## src/rtl/shift_pkg.sv

```systemverilog
// Shared encodings for the multicycle shifter and the control FSM that drives it.
// Op codes live here so the control FSM and the shifter cannot disagree on them.
package shift_pkg;

   localparam int SHIFT_WIDTH   = 32;
   localparam int SHIFT_SHAMT_W = 5;

   typedef enum logic [1:0] {
      SH_SLL  = 2'b00,
      SH_SRL  = 2'b01,
      SH_SRA  = 2'b10,
      SH_PASS = 2'b11
   } shift_op_t;

   typedef enum logic [1:0] {
      ST_IDLE  = 2'b00,
      ST_SHIFT = 2'b01,
      ST_DONE  = 2'b10
   } shift_state_t;

   // PASS never moves bits, so it skips the SHIFT state whatever the amount is.
   function automatic logic is_shift_op(input shift_op_t op);
      return (op != SH_PASS);
   endfunction

endpackage

```

## src/rtl/shift_step.sv

```systemverilog
// One-bit shift of r by op; the top applies it once per SHIFT cycle.
module shift_step
   import shift_pkg::*;
#(
   parameter int WIDTH = 32
) (
   input  logic [WIDTH-1:0] r,
   input  logic [1:0]       op,
   output logic [WIDTH-1:0] r_nxt
);

   always_comb begin
      r_nxt = r;
      case (shift_op_t'(op))
         SH_SLL:  r_nxt = {r[WIDTH-2:0], 1'b0};
         SH_SRL:  r_nxt = {1'b0, r[WIDTH-1:1]};
         SH_SRA:  r_nxt = {r[WIDTH-1], r[WIDTH-1:1]};
         default: r_nxt = r;
      endcase
   end

endmodule

```

## src/rtl/shift_seq_unit.sv

```systemverilog
// Multicycle shifter: latches operand/amount/op on start, shifts one bit per cycle,
// then pulses done for one cycle with the result held until the next accepted start.
module shift_seq_unit
   import shift_pkg::*;
#(
   parameter int WIDTH   = 32,
   parameter int SHAMT_W = 5
) (
   input  logic               clk,
   input  logic               reset_n,
   input  logic               start,
   input  logic [1:0]         shift_op,
   input  logic [SHAMT_W-1:0] shamt,
   input  logic [WIDTH-1:0]   data_in,
   output logic               busy,
   output logic               done,
   output logic [WIDTH-1:0]   result,
   output logic [1:0]         dbg_state
);

   // Handshake: start is a request taken only in IDLE (busy=0); a start seen
   // while busy is dropped, not queued. done is a one-cycle valid for result,
   // with no ready -- the consumer must sample result in the done cycle.
   // SHAMT_W must satisfy 2**SHAMT_W == WIDTH so count never needs to hold WIDTH.

   shift_state_t       state_q, state_d;
   shift_op_t          op_q;
   logic [SHAMT_W-1:0] count_q;
   logic [WIDTH-1:0]   step_out;
   logic               accept;
   logic               last_step;

   assign accept    = (state_q == ST_IDLE) && start;
   assign last_step = (count_q == SHAMT_W'(1));

   shift_step #(.WIDTH(WIDTH)) u_step (
      .r     (result),
      .op    (op_q),
      .r_nxt (step_out)
   );

   always_ff @(posedge clk or negedge reset_n) begin
      if (!reset_n) begin
         state_q <= ST_IDLE;
      end else begin
         state_q <= state_d;
      end
   end

   always_comb begin
      state_d = state_q;
      case (state_q)
         ST_IDLE: begin
            if (start) begin
               if ((shamt != '0) && is_shift_op(shift_op_t'(shift_op))) begin
                  state_d = ST_SHIFT;
               end else begin
                  state_d = ST_DONE;
               end
            end
         end
         ST_SHIFT: begin
            if (last_step) begin
               state_d = ST_DONE;
            end
         end
         ST_DONE:  state_d = ST_IDLE;
         default:  state_d = ST_IDLE;
      endcase
   end

   always_comb begin
      busy      = (state_q == ST_SHIFT) || (state_q == ST_DONE);
      done      = (state_q == ST_DONE);
      dbg_state = state_q;
   end

   // Datapath registers; result only moves on an accepted start or in SHIFT,
   // so it is stable through IDLE and DONE.
   always_ff @(posedge clk or negedge reset_n) begin
      if (!reset_n) begin
         result  <= '0;
         count_q <= '0;
         op_q    <= SH_PASS;
      end else if (accept) begin
         result  <= data_in;
         count_q <= shamt;
         op_q    <= shift_op_t'(shift_op);
      end else if (state_q == ST_SHIFT) begin
         result  <= step_out;
         count_q <= count_q - SHAMT_W'(1);
      end
   end

endmodule

```

## config.mk

```make
export PLATFORM = sky130hd
export DESIGN_NAME = shift_seq_unit
export DESIGN_NICKNAME = d
export VERILOG_FILES = /design/src/rtl/shift_pkg.sv /design/src/rtl/shift_step.sv /design/src/rtl/shift_seq_unit.sv
export SDC_FILE = /design/constraint.sdc
export NUM_CORES = 1
export LEC_CHECK = 0
export BUFFER_PORTS_ARGS = -buffer_cell sky130_fd_sc_hd__buf_4
export CORE_MARGIN = 4
export CORE_UTILIZATION = 57
export CTS_CLUSTER_SIZE = 8
export DETAILED_ROUTE_END_ITERATION = 16
export PLACE_DENSITY = 0.83
export SETUP_SLACK_MARGIN = 0.05
export SLEW_MARGIN = 10
export SYNTH_ARGS = -nofsm -noshare
export SYNTH_HDL_FRONTEND = slang
export SYNTH_SLANG_ARGS = --single-unit
```

## constraint.sdc

```tcl
create_clock -name clk -period 5.4 [get_ports clk]
set_input_delay 1.08 -clock clk [delete_from_list [all_inputs] [get_ports clk]]
set_output_delay 1.08 -clock clk [all_outputs]
set_load 0.05 [all_outputs]
```

Word-level counts from Yosys, hierarchy flattened
Cells that the tools add are included.
- $add $sub $neg: 1
- multipliers: 0
- divide/modulo/power cells: 0
- magnitude comparators: 0
- equal/unequal tests: 9
- shifts and indexed selects: 0
- muxes and demuxes: 9
- bitwise logic cells: 0
- reduce and logical (&&, ||, !) cells: 12
- operators with widths (cell ; count):
    $pmux 32 s3 ; 1
    $mux 32 ; 2
    $mux 5 ; 2
    $ne 2x2->1 const B ; 4
    $mux 2 ; 3
    $eq 5x1->1 const B ; 1
    $reduce_bool 5->1 ; 1
    $sub 5x1->5 const B ; 1
    $eq 2x1->1 const B ; 2
    $eq 2x2->1 const B ; 2
    $logic_not 2->1 ; 2
    $pmux 2 s2 ; 1
    $reduce_and 2->1 ; 2
    $reduce_bool 4->1 ; 1
    $reduce_and 3->1 ; 1
    $reduce_bool 3->1 ; 1
    $logic_and 1x1->1 ; 2
    $reduce_bool 2->1 ; 1
    $logic_or 1x1->1 ; 1
- register bits: 41
- latch bits: 0
- RAM bits: 0
- bits in read-only memories: 0
- input bits: 42
- word-level logic and storage cells: 36
- memories: 0

Logic depth before layout (Yosys ltp)
- word-level depth: 5
- depth in mapped cells: 7
- depth with buffers taken out: 5

By module
From an unflattened synthesis, not the netlist that was laid out.
- cells, all modules: 304
- area total of the unflattened synthesis: 3090.5 um^2
- by module, submodules not included (module ; instances ; cells each ; area each (um^2)):
    shift_seq_unit ; 1 ; 198 ; 2006.9
    shift_step ; 1 ; 106 ; 1083.5

Least setup slack after synthesis
Ideal clock, no wire load.
- path type: register to output
- start point: register state_q[0] (netlist: dbg_state[0])
- end point: output busy
- arrival: 1.362 ns
- path slack: 2.958 ns
- stages on the path, launching flop included: 3
- cells stage by stage: dfrtp_1 > inv_1 > ha_1
- cells in the longest elaborated chain, start to end: 2
- elaborated cells on any way between the ends: 3
- RTL lines (item ; line ; source):
    start, declared ; shift_seq_unit.sv:26 ; shift_state_t state_q, state_d;
    start signal, assigned ; shift_seq_unit.sv:46 ; state_q <= state_d;
    $eq 2x1->1 or $eq 2x2->1 (tied branches) ; shift_seq_unit.sv:73 ; busy = (state_q == ST_SHIFT) || (state_q == ST_DONE);
    $logic_or 1x1->1 (*) ; shift_seq_unit.sv:73 ;
    end, declared ; shift_seq_unit.sv:15 ; output logic busy,
Mark *: on every way between the ends. The rest lies on a longest branch, timed or not.

Final worst setup path
- start point: register op_q[0]
- end point: register result[26]
- cells in the longest elaborated chain, start to end: 4
- elaborated cells on any way between the ends: 8
- RTL lines (item ; line ; source):
    start, declared ; shift_seq_unit.sv:27 ; shift_op_t op_q;
    start signal, assigned ; shift_seq_unit.sv:88 ; op_q <= shift_op_t'(shift_op);
    $eq 2x2->1, or another cell as far along ; shift_step.sv:14 ; case (shift_op_t'(op))
    $pmux 32 s3 ; shift_step.sv:14 ;
    $mux 32 ; shift_seq_unit.sv:89 ; end else if (state_q == ST_SHIFT) begin
    $mux 32 ; shift_seq_unit.sv:85 ; end else if (accept) begin
    end signal, assigned ; shift_seq_unit.sv:86 ; result <= data_in;
    end signal, assigned ; shift_seq_unit.sv:90 ; result <= step_out;
    end, declared ; shift_seq_unit.sv:17 ; output logic [WIDTH-1:0] result,
Parallel ways exist; a longest one is shown, timed or not. The select of a mux whose other input is x is not followed.
A chain may end at the register's enable or synchronous reset.

==> results.yml <==
drt:
  post_drt_wl_per_cell_um: 17.5
  drc: 0
  firstDrtPassIters: 4
  vias_per_cell: 6.27
  totalWireLength_um: 6930
  dr_total_vias: 2482
  drtIter0Drc: 191
  ant_nets: 0
worst_setup_path:
  arrival_ns: 3.21
  path_delay_family: "compound AO/OA/AOI/OAI gates"
  reg2reg_slack_ns: 2.40
  crit_type: "flip-flop to flip-flop"
  critPathBufInv: 1
  worstPathMaxFanout: 32
  cp-end-kind: "flip-flop"
  required_ns: 5.61
  slowest_delay_ns: 1.01
  start_kind: "flip-flop"
  crit_chain: "inv_1, ha_1, o21a_1, nand3_1, a41oi_2"
  crit_path_top_delay_cell: "o21a_1"
floorplanning:
  io_pins: 78
  row_count: 25
  dieArea_mm2: 0.00601
  design.core.area_mm2: 0.00469
  die_x_um: 77.5
  start_util: 0.587
  die_h_um: 77.5
logic_synthesis:
  muxShareOfSynthArea: 0.00409
  synth_compound_area_frac: 0.220
  ys_types: 40
  synth_seq_cells: 41
  yosysSeqAreaShare: 0.373
  synth_xor_xnor_area_share: 0.00953
  synth-simple-area-share: 0.285
  syn_inst: 284
  yosys.area.top_type: "dfrtp_1"
  synthAdderAreaFrac: 0.0363
  synth_fp_nets: 334
  ys_warn_count: 0
  syn_area_mm2: 0.00276
  synth_top_cell_area_share: 0.354
  synth.avg_cell_area_um2: 9.71
  yosys-top-cells-area: "dfrtp_1, a41oi_2, nand3b_1"
  synth_top_family_by_area: "simple AND/OR/NAND/NOR gates"
timing:
  post-route-period-util: 0.556
  drv_slew: 0
  max_freq_ghz: 0.333
  fin_skew_ns: 0.00928
  fin_crit_ns: 3.00
  setup_violations: 0
  setup_tns_ns: 0
  tightest_slew_ns: 1.19
  hold_viol: 0
  rsz0062_at_grt: "no"
  slew_headroom: 0.207
clock_network:
  cts_sinks: 41
  clockBufferDepth: 2
  hold_buffers: 0
  post_cts_resized: 0
  cts_tree: "done"
  clk_latency_ns: 0.30
  postCtsSetupBuffers: 0
  cts_root_buffer: "clkbuf_8"
  cts_max_level: 2
  clk_pin_slew_ns: 0.07
  cts_inserted_buffers: 5
layout:
  insertedDiodeCount: 0
  layout-drive-gt1-share: 0.363
  num-fill-cells: 372
  nets: 392
  area_delta_synth_final_pct: 21.6
placed_design:
  gp_congestion: 0.782
  portBuffers: 77
  dp_hpwl_um: 4470
min_path:
  holdCritPathClass: "flip-flop to flip-flop"
global_route:
  grt_pass1_wl_um: 11700
  grt_pass1_vias: 2426
  antenna_found_initial: 0
  track_usage: 0.238
  gr-total-overflow: 0
  grt_max_degree: 75
outcome:
  status: "finished, final reports clean"
run:
  cap_violations: 0
[stage by stage]
stage	std cells	setup slack [ns]	hold slack (ns)	utilization	instance area (um2)
4_1_cts	396	2.44	0.540	0.714	3350
6_report	396	2.40	0.542	0.714	3350
5_1_grt	396	2.24	0.567	0.714	3350
3_5_place_dp	389	2.24	0.527	0.692	3250
2_1_floorplan	284	2.96	0.498	-	2760
3_3_place_gp	389	2.27	0.516	0.692	3250
[registers in the layout, summed over array words and instances, names as in the netlist]
name	count
op_q	2
count_q	5
dbg_state	2
result	32
[cells in the final DEF, fill, tap and decap left out, types with 2 or more instances in the layout]
cell type and instances:
or4_1 2, o21ai_1 5, xnor2_1 2, nand3_1 31
nor2_1 4, clkbuf_8 5, nand2_1 39, ha_1 8
dfrtp_1 39, nand2b_1 2, inv_1 6, a31oi_1 2
nand3b_1 30, nor4b_1 2, nor3_1 32, o21ai_0 3
a41oi_2 29, dfstp_2 2, buf_4 79
[final timing paths]
check                      startpoint          to  cells past startpoint
max reg2reg                   op_q[0]  result[26]                      5
min in group asynchronous     reset_n   result[3]                      1
max in group asynchronous     reset_n     op_q[1]                      1
min                           op_q[1]     op_q[1]                      2
max                           op_q[0]  result[26]                      5
min reg2reg                   op_q[1]     op_q[1]                      2
[layer usage]
metal	wire [um]	up-vias	track usage
met2	3360	85	0.365
met1	2990	1220	0.328
met4	75	0	0.0694
met5	0	-	0
met3	499	7	0.0661
li1	-	1170	-
[cell usage after synthesis]
| cell | n |
|---|---|
| nand2_1 | 40 |
| or4b_1 | 1 |
| buf_1 | 1 |
| a41oi_2 | 29 |
| and2_1 | 1 |
| a31oi_1 | 2 |
| xor2_1 | 1 |
| nor3_1 | 32 |
| clkbuf_1 | 16 |
| o21ai_1 | 5 |
| buf_2 | 6 |
| inv_2 | 1 |
| nand2b_1 | 2 |
| nand3b_1 | 30 |
| or2_1 | 1 |
| nand3_1 | 31 |
| nor4b_1 | 2 |
| or4_1 | 2 |
| a41oi_1 | 1 |
| buf_4 | 1 |
| o32ai_1 | 1 |
| buf_12 | 3 |
| o31ai_1 | 1 |
| dfrtp_1 | 39 |
| o2111ai_1 | 1 |
| a31oi_2 | 1 |
| o22ai_1 | 1 |
| a21oi_1 | 1 |
| nor2_1 | 4 |
| o21bai_1 | 1 |
| o21a_1 | 1 |
| mux2_2 | 1 |
| o31a_1 | 1 |
| nor3b_2 | 1 |
| buf_6 | 1 |
| xnor2_1 | 2 |
| dfstp_2 | 2 |
| inv_1 | 6 |
| ha_1 | 8 |
| o21ai_0 | 3 |
[worst register-to-register path: stages (launching register included)]
cell and delay [ns]:
dfstp_2 0.54, inv_1 0.07, ha_1 0.83, o21a_1 1.01
nand3_1 0.24, a41oi_2 0.24
[logic make-up (layout without fill, tap and decap cells)]
family / after synthesis / count (layout)
buffers and inverters: 35 / 93
muxes: 1 / 1
AOI/OAI and AO/OA: 49 / 49
and+or+nand+nor: 147 / 147
adders and majority gates: 8 / 8
DFF: 41 / 41
xor gates and xnor gates: 3 / 3
[layout make-up]
class	instances	area (um2)	share of cell area
clock buffers	5	68.8	0.0205
multi-input cells	208	1530	0.457
repair buffers	79	593	0.177
well taps	54	67.6	0.0202
inverters	7	26.3	0.00784
flip-flops and latches	41	1030	0.307
clock inverters	2	35.0	0.0105
Power is left out: the tool's default activity adds up to more than one toggle a clock period on the data nets, which glitch-free logic cannot reach.
